[src/rtl/charlieplex_keyscan_pkg.sv]
// Shared definitions for the charlieplexed key scanner and the LED charlieplexer:
// key/LED numbering, derived sizes and the scanner state encoding.
package charlieplex_pkg;

  typedef enum logic [2:0] {
    ST_IDLE,
    ST_SETTLE,
    ST_SAMPLE,
    ST_UPDATE,
    ST_EMIT
  } scan_state_e;

  // Switch between column x (pulled high) and row y (driven low); x != y.
  function automatic int idx(input int x, input int y, input int pincount);
    if (x > y) return (pincount - 1) * x + y;
    else       return (pincount - 1) * x + y - 1;
  endfunction

  function automatic int calc_keycount(input int pincount);
    return pincount * (pincount - 1);
  endfunction

  function automatic int calc_indexbits(input int pincount);
    return $clog2(calc_keycount(pincount));
  endfunction

endpackage

[src/rtl/charlieplex_keyscan_if.sv]
// Key event channel: valid/ready handshake carrying the changed key and its new state.
interface charlieplex_keyscan_if
  import charlieplex_pkg::*;
#(
  parameter int INDEXBITS = calc_indexbits(4)
);
  logic                 evt_valid;
  logic                 evt_ready;
  logic [INDEXBITS-1:0] evt_index;
  logic                 evt_pressed;

  modport master (output evt_valid, evt_index, evt_pressed, input evt_ready);
  modport slave  (input evt_valid, evt_index, evt_pressed, output evt_ready);
endinterface

[src/rtl/charlieplex_keyscan_debounce.sv]
// Per-key debounce: counts consecutive frames whose raw sample disagrees with the
// stable state and flips the stable state once the count reaches DEBOUNCE_FRAMES.
module keyscan_debounce
  import charlieplex_pkg::*;
#(
  parameter int DEBOUNCE_FRAMES = 4
) (
  input  logic clk,
  input  logic rst_n,
  input  logic update_i,
  input  logic raw_i,
  output logic stable_o,
  output logic flip_o
);
  localparam int CNTBITS = $clog2(DEBOUNCE_FRAMES + 1);

  logic [CNTBITS-1:0] cnt_q, cnt_d, cnt_inc;
  logic               stable_q, stable_d;

  // Counter and stable flop only move in the frame-update cycle.
  always_comb begin
    cnt_d    = cnt_q;
    stable_d = stable_q;
    flip_o   = 1'b0;
    cnt_inc  = cnt_q + 1'b1;
    if (update_i) begin
      if (raw_i == stable_q) begin
        cnt_d = '0;
      end else if (cnt_inc == CNTBITS'(DEBOUNCE_FRAMES)) begin
        stable_d = ~stable_q;
        cnt_d    = '0;
        flip_o   = 1'b1;
      end else begin
        cnt_d = cnt_inc;
      end
    end
  end

  // State registers.
  always_ff @(posedge clk or negedge rst_n) begin
    if (!rst_n) begin
      cnt_q    <= '0;
      stable_q <= 1'b0;
    end else begin
      cnt_q    <= cnt_d;
      stable_q <= stable_d;
    end
  end

  assign stable_o = stable_q;
endmodule

[src/rtl/charlieplex_keyscan.sv]
// Charlieplexed keypad scanner: drives one row low at a time, samples the pulled-up
// columns, debounces every key once per frame and reports changes as events.
module charlieplex_keyscan
  import charlieplex_pkg::*;
#(
  parameter  int PINCOUNT        = 4,
  parameter  int SETTLE_CYCLES   = 16,
  parameter  int DEBOUNCE_FRAMES = 4,
  localparam int KEYCOUNT        = calc_keycount(PINCOUNT),
  localparam int INDEXBITS       = calc_indexbits(PINCOUNT)
) (
  input  logic                clk,
  input  logic                rst_n,
  input  logic                enable,
  input  logic [PINCOUNT-1:0] pin_in,
  output logic [PINCOUNT-1:0] out_en,
  output logic [PINCOUNT-1:0] out_value,
  output logic [KEYCOUNT-1:0] key_state,
  output logic                frame_done,
  charlieplex_keyscan_if.master evt
);
  localparam int ROWBITS = (PINCOUNT > 1) ? $clog2(PINCOUNT) : 1;
  localparam int SETBITS = $clog2(SETTLE_CYCLES);

  scan_state_e         state_q, state_d;
  logic [ROWBITS-1:0]  row_q, row_d;
  logic [SETBITS-1:0]  settle_q, settle_d;
  logic [KEYCOUNT-1:0] raw_q, raw_d;
  logic [KEYCOUNT-1:0] pending_q, pending_d;
  logic [PINCOUNT-1:0] sync1_q, sync2_q;
  logic [KEYCOUNT-1:0] sample_sel, sample_val, flip, lowest;
  logic                update;

  // For each key, which row samples it and what the synchronized column reads.
  for (genvar y = 0; y < PINCOUNT; y++) begin : g_row
    for (genvar x = 0; x < PINCOUNT; x++) begin : g_col
      if (x != y) begin : g_key
        localparam int K = idx(x, y, PINCOUNT);
        assign sample_sel[K] = (row_q == ROWBITS'(y));
        assign sample_val[K] = ~sync2_q[x];
      end
    end
  end

  for (genvar k = 0; k < KEYCOUNT; k++) begin : g_deb
    keyscan_debounce #(.DEBOUNCE_FRAMES(DEBOUNCE_FRAMES)) u_deb (
      .clk      (clk),
      .rst_n    (rst_n),
      .update_i (update),
      .raw_i    (raw_q[k]),
      .stable_o (key_state[k]),
      .flip_o   (flip[k])
    );
  end

  assign out_value = '0;

  // Two-flop synchronizer; idles high to match the external pull-ups.
  always_ff @(posedge clk or negedge rst_n) begin
    if (!rst_n) begin
      sync1_q <= '1;
      sync2_q <= '1;
    end else begin
      sync1_q <= pin_in;
      sync2_q <= sync1_q;
    end
  end

  // Lowest pending key is offered first; its fields hold while unacknowledged.
  always_comb begin
    lowest          = pending_q & (~pending_q + 1'b1);
    evt.evt_pressed = |(key_state & lowest);
    evt.evt_index   = '0;
    for (int k = KEYCOUNT - 1; k >= 0; k--) begin
      if (pending_q[k]) evt.evt_index = INDEXBITS'(k);
    end
  end

  // Scan FSM. An aborted frame leaves raw partly stale, which is harmless because
  // every raw bit is rewritten by its row before the next update cycle.
  always_comb begin
    state_d       = state_q;
    row_d         = row_q;
    settle_d      = settle_q;
    raw_d         = raw_q;
    pending_d     = pending_q;
    out_en        = '0;
    update        = 1'b0;
    frame_done    = 1'b0;
    evt.evt_valid = 1'b0;
    case (state_q)
      ST_IDLE: begin
        row_d    = '0;
        settle_d = '0;
        if (enable) state_d = ST_SETTLE;
      end
      ST_SETTLE: begin
        out_en = PINCOUNT'(1) << row_q;
        if (!enable) begin
          state_d  = ST_IDLE;
          row_d    = '0;
          settle_d = '0;
        end else if (settle_q == SETBITS'(SETTLE_CYCLES - 1)) begin
          settle_d = '0;
          state_d  = ST_SAMPLE;
        end else begin
          settle_d = settle_q + 1'b1;
        end
      end
      ST_SAMPLE: begin
        out_en = PINCOUNT'(1) << row_q;
        if (!enable) begin
          state_d = ST_IDLE;
          row_d   = '0;
        end else begin
          raw_d = (raw_q & ~sample_sel) | (sample_val & sample_sel);
          if (row_q == ROWBITS'(PINCOUNT - 1)) begin
            row_d   = '0;
            state_d = ST_UPDATE;
          end else begin
            row_d   = row_q + 1'b1;
            state_d = ST_SETTLE;
          end
        end
      end
      ST_UPDATE: begin
        update     = 1'b1;
        frame_done = 1'b1;
        pending_d  = pending_q | flip;
        if (|pending_d) state_d = ST_EMIT;
        else if (enable) state_d = ST_SETTLE;
        else state_d = ST_IDLE;
      end
      ST_EMIT: begin
        evt.evt_valid = 1'b1;
        if (evt.evt_ready) begin
          pending_d = pending_q & ~lowest;
          if (pending_d == '0) state_d = enable ? ST_SETTLE : ST_IDLE;
        end
      end
      default: state_d = ST_IDLE;
    endcase
  end

  // Scan state registers.
  always_ff @(posedge clk or negedge rst_n) begin
    if (!rst_n) begin
      state_q   <= ST_IDLE;
      row_q     <= '0;
      settle_q  <= '0;
      raw_q     <= '0;
      pending_q <= '0;
    end else begin
      state_q   <= state_d;
      row_q     <= row_d;
      settle_q  <= settle_d;
      raw_q     <= raw_d;
      pending_q <= pending_d;
    end
  end
endmodule

[src/flat_wrapper.sv]
// flat-port wrapper written by rule: the top's interface ports become plain ports
module charlieplex_keyscan_flat import charlieplex_pkg::*;
#(
  parameter  int PINCOUNT        = 4,
  parameter  int SETTLE_CYCLES   = 16,
  parameter  int DEBOUNCE_FRAMES = 4,
  localparam int KEYCOUNT        = calc_keycount(PINCOUNT),
  localparam int INDEXBITS       = calc_indexbits(PINCOUNT)
)
  (clk, rst_n, enable, pin_in, out_en, out_value, key_state, frame_done, evt_evt_valid, evt_evt_index, evt_evt_pressed, evt_evt_ready);
  charlieplex_keyscan_if #(.INDEXBITS(4)) evt_i ();
  input  logic clk;
  input  logic rst_n;
  input  logic enable;
  input  logic [PINCOUNT-1:0] pin_in;
  output logic [PINCOUNT-1:0] out_en;
  output logic [PINCOUNT-1:0] out_value;
  output logic [KEYCOUNT-1:0] key_state;
  output logic frame_done;
  output wire logic [$bits(evt_i.evt_valid)-1:0] evt_evt_valid;
  output wire logic [$bits(evt_i.evt_index)-1:0] evt_evt_index;
  output wire logic [$bits(evt_i.evt_pressed)-1:0] evt_evt_pressed;
  input wire logic [$bits(evt_i.evt_ready)-1:0] evt_evt_ready;
  assign evt_evt_valid = evt_i.evt_valid;
  assign evt_evt_index = evt_i.evt_index;
  assign evt_evt_pressed = evt_i.evt_pressed;
  assign evt_i.evt_ready = evt_evt_ready;
  charlieplex_keyscan #(.PINCOUNT(PINCOUNT), .SETTLE_CYCLES(SETTLE_CYCLES), .DEBOUNCE_FRAMES(DEBOUNCE_FRAMES)) u_core (.clk(clk), .rst_n(rst_n), .enable(enable), .pin_in(pin_in), .out_en(out_en), .out_value(out_value), .key_state(key_state), .frame_done(frame_done), .evt(evt_i));
endmodule
[config.mk]
export PLATFORM = sky130hd
export DESIGN_NAME = charlieplex_keyscan_flat
export DESIGN_NICKNAME = d
export VERILOG_FILES = /design/src/rtl/charlieplex_keyscan_pkg.sv /design/src/rtl/charlieplex_keyscan_if.sv /design/src/rtl/charlieplex_keyscan_debounce.sv /design/src/rtl/charlieplex_keyscan.sv /design/src/flat_wrapper.sv
export SDC_FILE = /design/constraint.sdc
export NUM_CORES = 1
export LEC_CHECK = 0
export CAP_MARGIN = 10
export CORE_ASPECT_RATIO = 1.75
export CORE_UTILIZATION = 47
export CTS_BUF_LIST = sky130_fd_sc_hd__clkbuf_8 sky130_fd_sc_hd__clkbuf_16
export DETAILED_ROUTE_END_ITERATION = 12
export MAX_ROUTING_LAYER = met4
export PLACE_DENSITY_LB_ADDON = 0.1
export SYNTH_ARGS = -nofsm -noshare
export SYNTH_HDL_FRONTEND = slang
export SYNTH_SLANG_ARGS = --single-unit
[constraint.sdc]
create_clock -name clk -period 4.7 [get_ports clk]
set_input_delay 0.47 -clock clk [delete_from_list [all_inputs] [get_ports clk]]
set_output_delay 0.47 -clock clk [all_outputs]
set_load 0.005 [all_outputs]
==> results.sh <==
export IMPL_status="completed"
export IMPL_port_buffer_count=30
export IMPL_synthCells=503
export IMPL_cts_resized=0
export IMPL_yosysWarnings=0
export IMPL_drtIter0Drc=173
export IMPL_period_minus_slack_ns=2.86
export IMPL_drtAntennaViolNets=0
export IMPL_pin_count=35
export IMPL_avgSynthCellArea_sq_um=9.81
export IMPL_arrival_ns=2.39
export IMPL_crit_fanout=31
export IMPL_grt_pass1_wl_microns=17200
export IMPL_cpMaxStageDelayCell="dfrtp_1"
export IMPL_core_sq_um=10200
export IMPL_power_total_mw=1.61
export IMPL_fin_cells=646
export IMPL_cp_required_ns=4.23
export IMPL_synth_largest_area_cell="dfrtp_1"
export IMPL_design_area_sq_um=5490
export IMPL_route_detailed_drc=0
export IMPL_fillers=948
export IMPL_p_seq_share_pct=49.0
export IMPL_die_area_sq_um=10900
export IMPL_ys_types=62
export IMPL_clock_skew_ns=0.00338
export IMPL_timing_final_ws_setup_ns=1.84
export IMPL_hold_violations=0
export IMPL_antenna_found_initial=0
export IMPL_path_clk_slew_ns=0.06
export IMPL_p_comb_share_pct=3.3
export IMPL_p_sw_mw=0.337
export IMPL_synth_top_area_share_pct=41.1
export IMPL_ir_worst_vdd_uv=233
export IMPL_synth_async_reset_ratio_pct=100
export IMPL_rows=49
export IMPL_clk_latency_ns=0.34
export IMPL_die_x_microns=79.5
export IMPL_layout_nets=551
export IMPL_maxSlewHeadroom_pct=50.7
export IMPL_slowest_delay_ns=0.62
export IMPL_hp_class="primary input to async pin"
export IMPL_yosys_top_cells_area="dfrtp_1 41%, ha_1 7.4%, dfstp_2 4.3%"
export IMPL_setup_viol=0
export IMPL_cts_tree="yes"
export IMPL_sw_frac_of_total_pct=20.9
export IMPL_worst_pin_slew_ns=0.733
export IMPL_drt_wl_total_microns=10400
export IMPL_ff_latch_area_sq_um=2240
export IMPL_drv_cap=0
export IMPL_cts_buffers=9
export IMPL_drv_slew=0
export IMPL_gp_congestion=0.823
export IMPL_hold_buffers=0
export IMPL_multi_input_area_sq_um=2340
export IMPL_synth_ff_type="dfrtp_1"
export IMPL_holdWs_ns=0.101
export IMPL_max_freq_mhz=349
export IMPL_synth_edf_count=0
export IMPL_post_route_period_util_pct=60.9
export IMPL_die_h_microns=138
export IMPL_grtUsageTotal_pct=21.3
export IMPL_firstDrtPassIters=4
export IMPL_start_util_pct=48.2
export IMPL_dp_hpwl_microns=7670
export IMPL_finalSetupTns_ns=0
export IMPL_clk_path_buf_depth=2
export IMPL_wl_per_cell_microns=16.1
export IMPL_synthTopCellsByCount="81 x dfrtp_1, 54 x nand2_1, 37 x nor2_1"
export IMPL_cts_sinks=89
export IMPL_grt_max_degree=51
export IMPL_p_clk_share_pct=47.7
export IMPL_cp_start_kind="register"
export IMPL_cts_root_buf="clkbuf_16"
export IMPL_critPathCaptureType="output port"
export IMPL_place_area_sq_um=5160
export IMPL_grt_ovfl_total=0
export IMPL_yosysSeqAreaShare_pct=45.3
export IMPL_powerDensity_nw_per_um2=294
export IMPL_cts_htree_levels=3
export IMPL_final_util_pct=53.6
export IMPL_cp_num_buf_inv=2
export IMPL_path_cells="nand3b_4, inv_2, clkdlybuf4s50_1"
export IMPL_crit_family="buffers and inverters"
export IMPL_rsz0062_at_grt="no"
export IMPL_yosysMostFrequentCell="dfrtp_1"
export IMPL_viasPerCell=5.56
export IMPL_netlist_area_sq_um=4930
export IMPL_syn_to_final_growth_pct=11.2
export IMPL_leakage_nw=2.71
export IMPL_ys_ff_latch=89
export IMPL_dp_cells=630
export IMPL_p_int_mw=1.28
export IMPL_grt_pass1_vias=3633
export IMPL_worst_setup_path_type="register to output port"
export IMPL_drive_gt1_share_pct=8.86
export IMPL_vias=3593
export IMPL_antenna_cells=0
export IMPL_preCtsSetupSlack_ns=2.01
export IMPL_postCtsSetupBuffers=0
==> layout by cell type, fill, tap and decap left out, drive strengths merged, types with 5 or more instances in the layout <==
cell type,instances
dfrtp,81
nand2,55
nor2,37
inv,31
ha,29
clkdlybuf4s50,29
a21oi,25
xor2,24
o21ai,22
nand3,17
xnor2,14
nor3,12
a21o,11
clkbuf,10
and2,9
o31ai,8
o41ai,8
nand4,8
dfstp,8
a211oi,7
nor4,7
a22o,5
o22ai,5
==> power by group through the flow <==
stage	registers, mW	logic, mW	clock network, mW
floorplan	0.796	0.0335	0
global placement	0.805	0.0537	0
detailed placement	0.805	0.0548	0
CTS	0.791	0.0549	0.791
global route	0.793	0.0612	0.820
finish	0.791	0.0530	0.769
==> layer usage <==
metal / global-route usage [%] / part of all wire [%] / wire length (microns)
met1: 24.1 / 42 / 4380
met5: - / 0 / 0
met3: 2.78 / 2.2 / 225
met4: 10.2 / 2.4 / 251
met2: 36.7 / 53 / 5570
==> kinds of logic after synthesis <==
family	after synthesis	synth area share, %
xor+xnor	38	6.74
simple gates	166	17.1
mux	2	0.456
buf+inv	66	7.56
flops	89	45.3
compound gates	111	15.1
other cells	1	0.0760
fa+ha+maj	30	7.56
==> area by class of cell <==
| class | count | share of cell area (%) |
|---|---|---|
| sequential | 89 | 40.8 |
| multi-input combinational | 351 | 42.6 |
| clock buffer | 10 | 4.36 |
| clock inverter | 6 | 1.51 |
| tap | 127 | 2.90 |
| timing repair buffer | 33 | 5.84 |
| inverter | 30 | 2.05 |
==> worst reg2reg max path, delay by kind of cell, from the launching register on <==
family / cells / cell delay [ns]
buffers and inverters: 1 / 0.31
AO/OA/AOI/OAI: 2 / 0.27
flip-flops: 1 / 0.54
AND/OR/NAND/NOR: 4 / 1.50
==> worst paths after layout <==
| kind | from | endpoint | slack (ns) | cells after the start |
|---|---|---|---|---|
| max in group asynchronous | rst_n | u_core.g_deb[7].u_deb.cnt_q[2] | 3.54 | 2 |
| worst min register to register | u_core.sync1_q[2] | u_core.sync2_q[2] | 0.36 | 0 |
| worst max register to register | u_core.state_q[2] | u_core.state_q[0] | 2.02 | 7 |
| worst max-delay path | u_core.state_q[1] | frame_done | 1.84 | 3 |
| worst min-delay path | rst_n | u_core.g_deb[10].u_deb.cnt_q[2] | 0.10 | 1 |
| min in group clk | u_core.sync1_q[2] | u_core.sync2_q[2] | 0.36 | 0 |
Note: power is estimated with default switching activity, not from simulation.
